--- src/rtl/id_ex_operand_stage_if.sv ---
// ----------------------------------------------------------------------------
// id_ex_operand_stage_if
//
// Bundles every non-clock, non-reset signal of the ID/EX operand stage.
//   ID side      : id_valid, id_pc, id_rs1_data, id_rs2_data, id_imm, id_rs1,
//                  id_rs2, id_rd, id_alu_control, id_src_a_pc, id_src_b_imm,
//                  id_reg_write, id_mem_read, id_mem_write, id_branch, id_jump
//   Pipe control : stall (freeze), flush (kill the slot entering EX)
//   Forwarding   : exm_reg_write/exm_rd/exm_result, mwb_reg_write/mwb_rd/mwb_result
//   EX side      : alu_input_1, alu_input_2, alu_control, ex_store_data,
//                  ex_pc, ex_imm, ex_rd, ex_valid, ex_reg_write, ex_mem_read,
//                  ex_mem_write, ex_branch, ex_jump, hold_front
//
// master : the surrounding pipeline (drives ID/forwarding, consumes EX side)
// slave  : the operand stage itself
// ----------------------------------------------------------------------------
interface id_ex_operand_stage_if #(
  parameter int XLEN       = 32,
  parameter int REG_ADDR_W = 5
);
  logic                  id_valid;
  logic [XLEN-1:0]       id_pc;
  logic [XLEN-1:0]       id_rs1_data;
  logic [XLEN-1:0]       id_rs2_data;
  logic [XLEN-1:0]       id_imm;
  logic [REG_ADDR_W-1:0] id_rs1;
  logic [REG_ADDR_W-1:0] id_rs2;
  logic [REG_ADDR_W-1:0] id_rd;
  logic [2:0]            id_alu_control;
  logic                  id_src_a_pc;
  logic                  id_src_b_imm;
  logic                  id_reg_write;
  logic                  id_mem_read;
  logic                  id_mem_write;
  logic                  id_branch;
  logic                  id_jump;

  logic                  stall;
  logic                  flush;

  logic                  exm_reg_write;
  logic [REG_ADDR_W-1:0] exm_rd;
  logic [XLEN-1:0]       exm_result;
  logic                  mwb_reg_write;
  logic [REG_ADDR_W-1:0] mwb_rd;
  logic [XLEN-1:0]       mwb_result;

  logic [XLEN-1:0]       alu_input_1;
  logic [XLEN-1:0]       alu_input_2;
  logic [2:0]            alu_control;
  logic [XLEN-1:0]       ex_store_data;
  logic [XLEN-1:0]       ex_pc;
  logic [XLEN-1:0]       ex_imm;
  logic [REG_ADDR_W-1:0] ex_rd;
  logic                  ex_valid;
  logic                  ex_reg_write;
  logic                  ex_mem_read;
  logic                  ex_mem_write;
  logic                  ex_branch;
  logic                  ex_jump;
  logic                  hold_front;

  modport master (
    output id_valid, id_pc, id_rs1_data, id_rs2_data, id_imm, id_rs1, id_rs2,
           id_rd, id_alu_control, id_src_a_pc, id_src_b_imm, id_reg_write,
           id_mem_read, id_mem_write, id_branch, id_jump,
           stall, flush,
           exm_reg_write, exm_rd, exm_result, mwb_reg_write, mwb_rd, mwb_result,
    input  alu_input_1, alu_input_2, alu_control, ex_store_data, ex_pc, ex_imm,
           ex_rd, ex_valid, ex_reg_write, ex_mem_read, ex_mem_write, ex_branch,
           ex_jump, hold_front
  );

  modport slave (
    input  id_valid, id_pc, id_rs1_data, id_rs2_data, id_imm, id_rs1, id_rs2,
           id_rd, id_alu_control, id_src_a_pc, id_src_b_imm, id_reg_write,
           id_mem_read, id_mem_write, id_branch, id_jump,
           stall, flush,
           exm_reg_write, exm_rd, exm_result, mwb_reg_write, mwb_rd, mwb_result,
    output alu_input_1, alu_input_2, alu_control, ex_store_data, ex_pc, ex_imm,
           ex_rd, ex_valid, ex_reg_write, ex_mem_read, ex_mem_write, ex_branch,
           ex_jump, hold_front
  );
endinterface

--- src/rtl/id_ex_operand_stage.sv ---
// ----------------------------------------------------------------------------
// id_ex_operand_stage
//
// ID/EX pipeline register with EX-operand forwarding and load-use bubbling.
// Ports:
//   clk  - rising-edge clock
//   rst  - asynchronous, active-low reset
//   bus  - id_ex_operand_stage_if.slave (ID inputs, stall/flush, forwarding
//          sources, EX-side outputs and hold_front)
//
// Edge priority: flush > stall > load-use bubble > normal capture.
// Forwarding: EX/MEM beats MEM/WB; register x0 is never forwarded.
// ----------------------------------------------------------------------------
module id_ex_operand_stage #(
  parameter int XLEN       = 32,
  parameter int REG_ADDR_W = 5
) (
  input logic                  clk,
  input logic                  rst,
  id_ex_operand_stage_if.slave bus
);

  typedef struct packed {
    logic reg_write;
    logic mem_read;
    logic mem_write;
    logic branch;
    logic jump;
  } ctrl_t;

  logic                  ex_valid;
  ctrl_t                 ex_ctrl;
  logic [XLEN-1:0]       ex_pc;
  logic [XLEN-1:0]       ex_imm;
  logic [XLEN-1:0]       ex_rs1_data;
  logic [XLEN-1:0]       ex_rs2_data;
  logic [REG_ADDR_W-1:0] ex_rs1;
  logic [REG_ADDR_W-1:0] ex_rs2;
  logic [REG_ADDR_W-1:0] ex_rd;
  logic [2:0]            ex_alu_control;
  logic                  ex_src_a_pc;
  logic                  ex_src_b_imm;

  ctrl_t                 id_ctrl;
  logic                  load_use;
  logic                  bubble;
  logic [XLEN-1:0]       fwd_rs1;
  logic [XLEN-1:0]       fwd_rs2;

  assign id_ctrl = {bus.id_reg_write, bus.id_mem_read, bus.id_mem_write,
                    bus.id_branch, bus.id_jump};

  // Conservative: rs2 is compared even for instructions that do not read it.
  assign load_use = ex_valid && ex_ctrl.mem_read && (ex_rd != '0) && bus.id_valid &&
                    ((ex_rd == bus.id_rs1) || (ex_rd == bus.id_rs2));

  // A flush kills the slot even while stalled, so it must not wait for the freeze.
  assign bubble = bus.flush || (!bus.stall && load_use);

  // NOTE: sequential state uses non-blocking assignments so every register
  // samples pre-edge values, independent of statement order.
  always_ff @(posedge clk or negedge rst) begin
    // NOTE: data registers are reset too; they feed the outputs directly and a
    // known value after reset keeps them free of X.
    if (!rst) begin
      ex_valid       <= 1'b0;
      ex_ctrl        <= '0;
      ex_pc          <= '0;
      ex_imm         <= '0;
      ex_rs1_data    <= '0;
      ex_rs2_data    <= '0;
      ex_rs1         <= '0;
      ex_rs2         <= '0;
      ex_rd          <= '0;
      ex_alu_control <= '0;
      ex_src_a_pc    <= 1'b0;
      ex_src_b_imm   <= 1'b0;
    end else if (bubble) begin
      // Data registers are don't-care in a bubble; leaving them untouched
      // avoids needless toggling.
      ex_valid <= 1'b0;
      ex_ctrl  <= '0;
    end else if (!bus.stall) begin
      ex_valid       <= bus.id_valid;
      ex_ctrl        <= bus.id_valid ? id_ctrl : '0;
      ex_pc          <= bus.id_pc;
      ex_imm         <= bus.id_imm;
      ex_rs1_data    <= bus.id_rs1_data;
      ex_rs2_data    <= bus.id_rs2_data;
      ex_rs1         <= bus.id_rs1;
      ex_rs2         <= bus.id_rs2;
      ex_rd          <= bus.id_rd;
      ex_alu_control <= bus.id_alu_control;
      ex_src_a_pc    <= bus.id_src_a_pc;
      ex_src_b_imm   <= bus.id_src_b_imm;
    end
  end

  // NOTE: defaults first so every path assigns each output and no latch forms.
  always_comb begin
    fwd_rs1 = ex_rs1_data;
    fwd_rs2 = ex_rs2_data;
    // EX/MEM holds the youngest value and is checked first.
    if (bus.exm_reg_write && (bus.exm_rd != '0) && (bus.exm_rd == ex_rs1)) begin
      fwd_rs1 = bus.exm_result;
    end else if (bus.mwb_reg_write && (bus.mwb_rd != '0) && (bus.mwb_rd == ex_rs1)) begin
      fwd_rs1 = bus.mwb_result;
    end
    if (bus.exm_reg_write && (bus.exm_rd != '0) && (bus.exm_rd == ex_rs2)) begin
      fwd_rs2 = bus.exm_result;
    end else if (bus.mwb_reg_write && (bus.mwb_rd != '0) && (bus.mwb_rd == ex_rs2)) begin
      fwd_rs2 = bus.mwb_result;
    end
  end

  assign bus.alu_input_1   = ex_src_a_pc  ? ex_pc  : fwd_rs1;
  assign bus.alu_input_2   = ex_src_b_imm ? ex_imm : fwd_rs2;
  // Stores always need the real rs2 value, even when operand B is the offset.
  assign bus.ex_store_data = fwd_rs2;
  assign bus.alu_control   = ex_alu_control;
  assign bus.ex_pc         = ex_pc;
  assign bus.ex_imm        = ex_imm;
  assign bus.ex_rd         = ex_rd;
  assign bus.ex_valid      = ex_valid;
  assign bus.ex_reg_write  = ex_ctrl.reg_write;
  assign bus.ex_mem_read   = ex_ctrl.mem_read;
  assign bus.ex_mem_write  = ex_ctrl.mem_write;
  assign bus.ex_branch     = ex_ctrl.branch;
  assign bus.ex_jump       = ex_ctrl.jump;
  assign bus.hold_front    = load_use && !bus.flush;

endmodule

--- src/flat_wrapper.sv ---
// flat-port wrapper written by rule: the top's interface ports become plain ports
module id_ex_operand_stage_flat 
#(
  parameter int XLEN       = 32,
  parameter int REG_ADDR_W = 5
)
  (clk, rst, bus_id_valid, bus_id_pc, bus_id_rs1_data, bus_id_rs2_data, bus_id_imm, bus_id_rs1, bus_id_rs2, bus_id_rd, bus_id_alu_control, bus_id_src_a_pc, bus_id_src_b_imm, bus_id_reg_write, bus_id_mem_read, bus_id_mem_write, bus_id_branch, bus_id_jump, bus_stall, bus_flush, bus_exm_reg_write, bus_exm_rd, bus_exm_result, bus_mwb_reg_write, bus_mwb_rd, bus_mwb_result, bus_alu_input_1, bus_alu_input_2, bus_alu_control, bus_ex_store_data, bus_ex_pc, bus_ex_imm, bus_ex_rd, bus_ex_valid, bus_ex_reg_write, bus_ex_mem_read, bus_ex_mem_write, bus_ex_branch, bus_ex_jump, bus_hold_front);
  id_ex_operand_stage_if #(.XLEN(XLEN), .REG_ADDR_W(REG_ADDR_W)) bus_i ();
  input logic clk;
  input logic rst;
  input wire logic [$bits(bus_i.id_valid)-1:0] bus_id_valid;
  input wire logic [$bits(bus_i.id_pc)-1:0] bus_id_pc;
  input wire logic [$bits(bus_i.id_rs1_data)-1:0] bus_id_rs1_data;
  input wire logic [$bits(bus_i.id_rs2_data)-1:0] bus_id_rs2_data;
  input wire logic [$bits(bus_i.id_imm)-1:0] bus_id_imm;
  input wire logic [$bits(bus_i.id_rs1)-1:0] bus_id_rs1;
  input wire logic [$bits(bus_i.id_rs2)-1:0] bus_id_rs2;
  input wire logic [$bits(bus_i.id_rd)-1:0] bus_id_rd;
  input wire logic [$bits(bus_i.id_alu_control)-1:0] bus_id_alu_control;
  input wire logic [$bits(bus_i.id_src_a_pc)-1:0] bus_id_src_a_pc;
  input wire logic [$bits(bus_i.id_src_b_imm)-1:0] bus_id_src_b_imm;
  input wire logic [$bits(bus_i.id_reg_write)-1:0] bus_id_reg_write;
  input wire logic [$bits(bus_i.id_mem_read)-1:0] bus_id_mem_read;
  input wire logic [$bits(bus_i.id_mem_write)-1:0] bus_id_mem_write;
  input wire logic [$bits(bus_i.id_branch)-1:0] bus_id_branch;
  input wire logic [$bits(bus_i.id_jump)-1:0] bus_id_jump;
  input wire logic [$bits(bus_i.stall)-1:0] bus_stall;
  input wire logic [$bits(bus_i.flush)-1:0] bus_flush;
  input wire logic [$bits(bus_i.exm_reg_write)-1:0] bus_exm_reg_write;
  input wire logic [$bits(bus_i.exm_rd)-1:0] bus_exm_rd;
  input wire logic [$bits(bus_i.exm_result)-1:0] bus_exm_result;
  input wire logic [$bits(bus_i.mwb_reg_write)-1:0] bus_mwb_reg_write;
  input wire logic [$bits(bus_i.mwb_rd)-1:0] bus_mwb_rd;
  input wire logic [$bits(bus_i.mwb_result)-1:0] bus_mwb_result;
  output wire logic [$bits(bus_i.alu_input_1)-1:0] bus_alu_input_1;
  output wire logic [$bits(bus_i.alu_input_2)-1:0] bus_alu_input_2;
  output wire logic [$bits(bus_i.alu_control)-1:0] bus_alu_control;
  output wire logic [$bits(bus_i.ex_store_data)-1:0] bus_ex_store_data;
  output wire logic [$bits(bus_i.ex_pc)-1:0] bus_ex_pc;
  output wire logic [$bits(bus_i.ex_imm)-1:0] bus_ex_imm;
  output wire logic [$bits(bus_i.ex_rd)-1:0] bus_ex_rd;
  output wire logic [$bits(bus_i.ex_valid)-1:0] bus_ex_valid;
  output wire logic [$bits(bus_i.ex_reg_write)-1:0] bus_ex_reg_write;
  output wire logic [$bits(bus_i.ex_mem_read)-1:0] bus_ex_mem_read;
  output wire logic [$bits(bus_i.ex_mem_write)-1:0] bus_ex_mem_write;
  output wire logic [$bits(bus_i.ex_branch)-1:0] bus_ex_branch;
  output wire logic [$bits(bus_i.ex_jump)-1:0] bus_ex_jump;
  output wire logic [$bits(bus_i.hold_front)-1:0] bus_hold_front;
  assign bus_i.id_valid = bus_id_valid;
  assign bus_i.id_pc = bus_id_pc;
  assign bus_i.id_rs1_data = bus_id_rs1_data;
  assign bus_i.id_rs2_data = bus_id_rs2_data;
  assign bus_i.id_imm = bus_id_imm;
  assign bus_i.id_rs1 = bus_id_rs1;
  assign bus_i.id_rs2 = bus_id_rs2;
  assign bus_i.id_rd = bus_id_rd;
  assign bus_i.id_alu_control = bus_id_alu_control;
  assign bus_i.id_src_a_pc = bus_id_src_a_pc;
  assign bus_i.id_src_b_imm = bus_id_src_b_imm;
  assign bus_i.id_reg_write = bus_id_reg_write;
  assign bus_i.id_mem_read = bus_id_mem_read;
  assign bus_i.id_mem_write = bus_id_mem_write;
  assign bus_i.id_branch = bus_id_branch;
  assign bus_i.id_jump = bus_id_jump;
  assign bus_i.stall = bus_stall;
  assign bus_i.flush = bus_flush;
  assign bus_i.exm_reg_write = bus_exm_reg_write;
  assign bus_i.exm_rd = bus_exm_rd;
  assign bus_i.exm_result = bus_exm_result;
  assign bus_i.mwb_reg_write = bus_mwb_reg_write;
  assign bus_i.mwb_rd = bus_mwb_rd;
  assign bus_i.mwb_result = bus_mwb_result;
  assign bus_alu_input_1 = bus_i.alu_input_1;
  assign bus_alu_input_2 = bus_i.alu_input_2;
  assign bus_alu_control = bus_i.alu_control;
  assign bus_ex_store_data = bus_i.ex_store_data;
  assign bus_ex_pc = bus_i.ex_pc;
  assign bus_ex_imm = bus_i.ex_imm;
  assign bus_ex_rd = bus_i.ex_rd;
  assign bus_ex_valid = bus_i.ex_valid;
  assign bus_ex_reg_write = bus_i.ex_reg_write;
  assign bus_ex_mem_read = bus_i.ex_mem_read;
  assign bus_ex_mem_write = bus_i.ex_mem_write;
  assign bus_ex_branch = bus_i.ex_branch;
  assign bus_ex_jump = bus_i.ex_jump;
  assign bus_hold_front = bus_i.hold_front;
  id_ex_operand_stage #(.XLEN(XLEN), .REG_ADDR_W(REG_ADDR_W)) u_core (.clk(clk), .rst(rst), .bus(bus_i));
endmodule
--- config.mk ---
export PLATFORM = sky130hd
export DESIGN_NAME = id_ex_operand_stage_flat
export DESIGN_NICKNAME = d
export VERILOG_FILES = /design/src/rtl/id_ex_operand_stage_if.sv /design/src/rtl/id_ex_operand_stage.sv /design/src/flat_wrapper.sv
export SDC_FILE = /design/constraint.sdc
export NUM_CORES = 1
export LEC_CHECK = 0
export CORE_AREA = 2 2 159 161
export DETAILED_ROUTE_END_ITERATION = 7
export DIE_AREA = 0 0 161 163
export MAX_ROUTING_LAYER = met4
export PLACE_DENSITY = 0.73
export SYNTH_ARGS = -nofsm -noshare
export SYNTH_HDL_FRONTEND = slang
export SYNTH_SLANG_ARGS = --single-unit
--- constraint.sdc ---
create_clock -name clk -period 3.5 [get_ports clk]
set_input_delay 1.05 -clock clk [delete_from_list [all_inputs] [get_ports clk]]
set_output_delay 1.05 -clock clk [all_outputs]
set_load 0.02 [all_outputs]
==> results.py <==
metrics = {
    "outcome": {
        "status": "finished with violations",
        "violations": "negative setup slack",
    },
    "sta": {
        "fin_ws_ns": -0.596,
        "drv_slew": 0,
        "finalHoldViolations": 0,
        "fin_crit_ns": 4.10,
        "finClkSkew_ns": 0.0122,
        "rsz0062_at_grt": "yes",
        "setup_viol": 96,
        "holdWs_ns": 0.501,
        "slew_headroom_pct": 58.7,
        "fin_crit_sh_pct": 117,
        "fmax_mhz": 244,
        "worstMarginPinSlew_ns": 0.620,
    },
    "logic_synthesis": {
        "ys.flop_type": "dfrtp_1",
        "ys_seq_area_share_pct": 45.5,
        "syn_inst": 757,
        "netlist_area_sq_um": 8470,
        "syn_area_per_cell_sq_um": 11.2,
        "yosysTopAreaCell": "dfrtp_1",
        "ys_seq_elements": 154,
        "synth.net_count": 991,
        "async_flop_share_pct": 100,
        "synthDominantCellAreaShare_pct": 45.5,
        "synth-edff-count": 0,
        "netlist_top_cells_area": "dfrtp_1 45%, mux2_2 20%, a221oi_2 3.9%, mux2i_1 3.8%, o31ai_1 3.5%",
        "synth_warnings": 0,
        "synth_cell_types": 31,
    },
    "finish": {
        "final_nets": 1534,
        "fin_area_sq_um": 17300,
        "drive_gt1_share_pct": 51.5,
        "fillers": 1747,
        "area_delta_synth_final_pct": 105,
        "final_core_util_pct": 70.2,
        "stdcell_count": 1646,
    },
    "critical_path": {
        "r2r_end": "u_core.ex_rs1_data[18]$_DFFE_PN0P_",
        "timing.rr.start": "u_core.bus.ex_rd[4]$_DFFE_PN0P_",
        "path_common_cell": "buf_6",
        "path_cells": "buf_8, or4_4, nor2_4, buf_6, nor3b_4, buf_6, buf_12, buf_12, a221oi_4, buf_4, o31ai_4, buf_6",
        "critical-path-slowest-cell": "or4_4",
        "crit_path_max_incr_delay_ns": 0.54,
        "path_class": "in -> out",
        "worstPathMaxFanout": 5,
        "startpoint": "bus_mwb_rd[4]",
        "cp.arrival_ns": 3.05,
        "end_kind": "output port",
        "critPathRequiredTime_ns": 2.45,
        "regToRegSetupSlack_ns": 1.37,
        "r2r_cells": 7,
        "startpoint_type": "input port",
    },
    "worst_hold_path": {
        "hp-class": "reg -> reg",
        "hold_end": "u_core.bus.ex_mem_write$_DFFE_PN0P_",
        "hold_depth": 1,
        "hold_path_startpoint": "u_core.bus.ex_mem_write$_DFFE_PN0P_",
    },
    "die": {
        "coreArea_sq_um": 24700,
        "ioPinCount": 409,
        "core.rowCount": 58,
        "die_h_um": 163,
        "die_x_um": 161,
        "start_util_pct": 34.3,
        "dieArea_sq_um": 26200,
    },
    "route": {
        "drc_errors": 0,
        "first_pass_iters": 5,
        "first_iter_violations": 435,
        "postRouteAntennaNets": 0,
        "avgRoutedWirePerCell_um": 22.6,
        "vias": 8464,
        "viasPerCell": 5.14,
        "drt-total-wl_um": 37200,
    },
    "clocking": {
        "clk_latency_ns": 0.43,
        "clock_path_buffers": 2,
        "numCtsBuffers": 17,
        "cts.clk_slew.worst_paths_ns": 0.06,
        "root_buffer": "clkbuf_16",
        "cts_max_level": 4,
        "cts_tree": "done",
        "postCtsHoldBufs": 0,
        "clock_sink_count": 154,
    },
    "power": {
        "peakVddDrop_mv": 0.288,
        "p_per_area_nw_per_um2": 452,
        "finalPower_uw": 7830,
        "leakagePower_uw": 0.00692,
    },
    "global_route": {
        "grt_max_degree": 72,
        "grt_use_total_pct": 28.3,
        "grt_pass1_wl_um": 54200,
        "antenna_found_initial": 3,
        "overflow": 0,
        "first_global_vias": 9259,
    },
    "placed_design": {
        "place_inst": 1550,
        "io_buffers": 408,
        "place.gp.congestion": 0.853,
        "dp_hpwl_um": 25300,
        "place_area_sq_um": 14900,
    },
    "flow_run": {
        "max_cap_violations": 0,
    },
}
-- final cells by class --
| type | count | area, sq um | area share [%] |
|---|---|---|---|
| sequential | 154 | 3860 | 22.3 |
| inverter | 25 | 93.8 | 0.541 |
| timing repair buffer | 582 | 6250 | 36.1 |
| clock buffer | 20 | 437 | 2.52 |
| clock inverter | 12 | 143 | 0.823 |
| antenna | 3 | 7.51 | 0.0433 |
| tap | 330 | 413 | 2.38 |
| multi-input combinational | 520 | 6120 | 35.3 |
-- critical path, delay by kind of cell --
family                 cells  cell delay, ns
and+or+nand+nor            3            0.71
buffers and inverters      7            0.95
AOI/OAI and AO/OA          2            0.32
-- cell usage in the layout (no fill, tap or decap), types with 9 or more instances in the layout --
master / Yosys / final
mux2_2: 148 / 148
a221oi_4: 0 / 48
nor2_2: 0 / 41
clkdlybuf4s50_1: 0 / 298
nor2_1: 68 / 14
nand2_1: 39 / 39
clkbuf_16: 0 / 21
inv_1: 25 / 25
buf_6: 4 / 130
a21oi_4: 0 / 9
dfrtp_1: 154 / 152
nor2_4: 0 / 13
buf_12: 0 / 32
o31ai_2: 0 / 12
nor3_1: 26 / 21
xnor2_2: 0 / 12
and2_1: 32 / 32
o31ai_4: 0 / 28
buf_4: 4 / 104
mux2i_4: 0 / 12
xnor2_1: 28 / 16
mux2i_2: 0 / 16
-- metrics by stage --
step,TNS (ns),worst slack (ns)
3_3_place_gp,-123.67,-1.40
6_report,-46.44,-0.596
5_1_grt,-51.92,-0.667
2_1_floorplan,-9.08,-0.177
3_5_place_dp,-127.04,-1.42
4_1_cts,-44.13,-0.593
-- how the worst max path moves through the flow --
stage,to,slack (ns),cells past startpoint
floorplan,bus_alu_input_2[19],-0.18,7
global placement,bus_alu_input_1[0],-1.40,8
detailed placement,bus_alu_input_2[22],-1.42,9
CTS,bus_alu_input_2[17],-0.59,10
global route,bus_alu_input_2[15],-0.67,13
finish,bus_alu_input_2[10],-0.60,12
-- flip-flops by register name (all words and copies together) (netlist names) --
signal / cells
u_core.ex_src_b_imm: 1
u_core.bus.ex_reg_write: 1
u_core.bus.ex_branch: 1
u_core.bus.ex_imm: 32
u_core.bus.ex_mem_read: 1
u_core.bus.ex_valid: 1
u_core.bus.ex_rd: 5
u_core.bus.alu_control: 3
u_core.bus.ex_jump: 1
u_core.bus.ex_pc: 32
u_core.ex_rs2: 5
u_core.ex_src_a_pc: 1
u_core.ex_rs1: 5
u_core.bus.ex_mem_write: 1
u_core.ex_rs1_data: 32
u_core.ex_rs2_data: 32
-- layer usage --
metal / wire (um) / vias to the layer above / track usage, %
met1: 14600 / 4179 / 32.0
met2: 19000 / 359 / 48.5
li1: - / 3859 / -
met5: 0 / - / -
met4: 1250 / 0 / 11.5
met3: 2240 / 67 / 6.67
-- power by group --
part	internal (uW)	switching [uW]
Clock	1060	819
Combinational	2000	1630
Sequential	2040	278
-- kinds of logic after synthesis --
kind of cell              Yosys count  synth area share, %
AOI/OAI and AO/OA                 114                 12.4
and+or+nand+nor                   196                 11.0
buffers and inverters              83                 4.53
muxes                             180                 23.4
DFF                               154                 45.5
xor gates and xnor gates           30                 3.10
-- synth_stat cells, drive strengths merged (2+ instances only) --
library cell	number
nor2	68
inv	25
nor2b	8
nand3	5
buf	30
nand2b	8
or3	2
nor3	27
mux2i	32
a221oi	56
a32o	6
and2	32
nand4	2
or4	3
mux2	148
o31ai	40
nand2	39
xnor2	28
a21oi	10
clkbuf	28
xor2	2
dfrtp	154
-- what timing repair did --
action / CTS / global route
cloned: 11 / 4
setup endpoints to repair: 97 / 97
resized for setup: 734 / 100
buffers inserted: 35 / 24
pin swaps: 52 / 48
Note: power is estimated with default switching activity, not from simulation.
==> edit: new RTL, same flow settings <==
Make the reset (`rst`) synchronous in one clocked block. Comments in the files are not updated.
--- a/src/rtl/id_ex_operand_stage.sv
+++ b/src/rtl/id_ex_operand_stage.sv
@@ -61,3 +61,3 @@
   // samples pre-edge values, independent of statement order.
-  always_ff @(posedge clk or negedge rst) begin
+  always_ff @(posedge clk) begin
     // NOTE: data registers are reset too; they feed the outputs directly and a
Check against the original RTL: differs if rst is asserted again (counterexample within 4 cycles, from zero or initial values and one cycle with rst low); with rst held inactive, the same outputs for 4 cycles.
==> edit against the original RTL <==
The run still ends with setup timing left; routed wire length increased by 9.6%; non-clock buffer count decreased by 28; area after synthesis increased by 11%; final area increased by 1.9%; sequential cell count unchanged; die area unchanged; critical path depth decreased by 3; worst setup slack improved by 0.089 ns; critical path type unchanged; largest cell class is now multi-input combinational cells.
Power is not compared: it rests on default switching activity, and its combinational part moved more than twofold at a synthesized area within 25%.
==> edit: results (changes against the original RTL) <==
| Metric | Value |
|---|---|
| Outcome | finished with violations (unchanged) |
| Violated checks | setup timing (unchanged) |
| Pin count of the biggest net entering global routing | 104 (was 72) |
| Fraction of area in multi-input gates | 0.415 (was 0.353) |
| Area of the multi-input gates | 7320 sq um (was 6120 sq um) |
| Met1 WL | 16800 um (was 14600 um) |
| Ratio of cells with drive above 1 in the final layout | 0.301 (was 0.515) |
| Worst slew margin | 0.657 (was 0.587) |
| Buffering overhead | 0.347 (was 0.361) |
| Ys async rst share | 0 (was 1.00) |
| Netlist cell types | 38 (was 31) |
| Endpoints failing setup | 96 (unchanged) |
| Post-CTS Setup Bufs | 29 (was 35) |
| Worst setup margin | -0.507 ns (was -0.596 ns) |
| Met3 WL | 2560 um (was 2240 um) |
| Layout fillers | 1790 (was 1747) |
| M1 GR Usage | 0.372 (was 0.320) |
| FF/Latch Area | 3090 sq um (was 3860 sq um) |
| Met2 GRT Util | 0.498 (was 0.485) |
| WL per Instance | 21.1 um (was 22.6 um) |
| Met3 GRT Util | 0.0629 (was 0.0667) |
| Final setup skew | 0.0142 ns (was 0.0122 ns) |
| Top cells by count, synth | 331 x nand2_1, 180 x mux2i_1, 154 x dfxtp_1 (was 154 x dfrtp_1, 148 x mux2_2, 68 x nor2_1) |
| Bufs w/o clock | 554 (was 582) |
| GP Congestion | 0.875 (was 0.853) |
| Clock buffer count | 18 (was 20) |
| Synth Net Count | 1348 (was 991) |
edit: changes by cell type after synthesis, sizes merged, moves of 15 or more:
cell,unedited run,this run
dfrtp,154,0
buf,30,45
dfxtp,0,154
clkbuf,28,53
mux2i,32,180
a21oi,10,33
nand2,39,331
mux2,148,0
edit: final timing paths:
check,end,startpoint,slack [ns],cells past startpoint
setup reg to reg,u_core.bus.ex_imm[12],u_core.bus.ex_rd[4],1.34,9
hold / removal,u_core.bus.alu_control[0],u_core.bus.alu_control[0],0.46,2
hold reg to reg,u_core.bus.alu_control[0],u_core.bus.alu_control[0],0.46,2
setup / recovery,bus_alu_input_2[26],bus_mwb_rd[4],-0.51,9
edit: kinds of logic after synthesis:
group / synth area share
muxes: 0.192
AOI/OAI and AO/OA: 0.169
xor gates and xnor gates: 0.0280
and+or+nand+nor: 0.212
buffers and inverters: 0.0707
DFF: 0.328
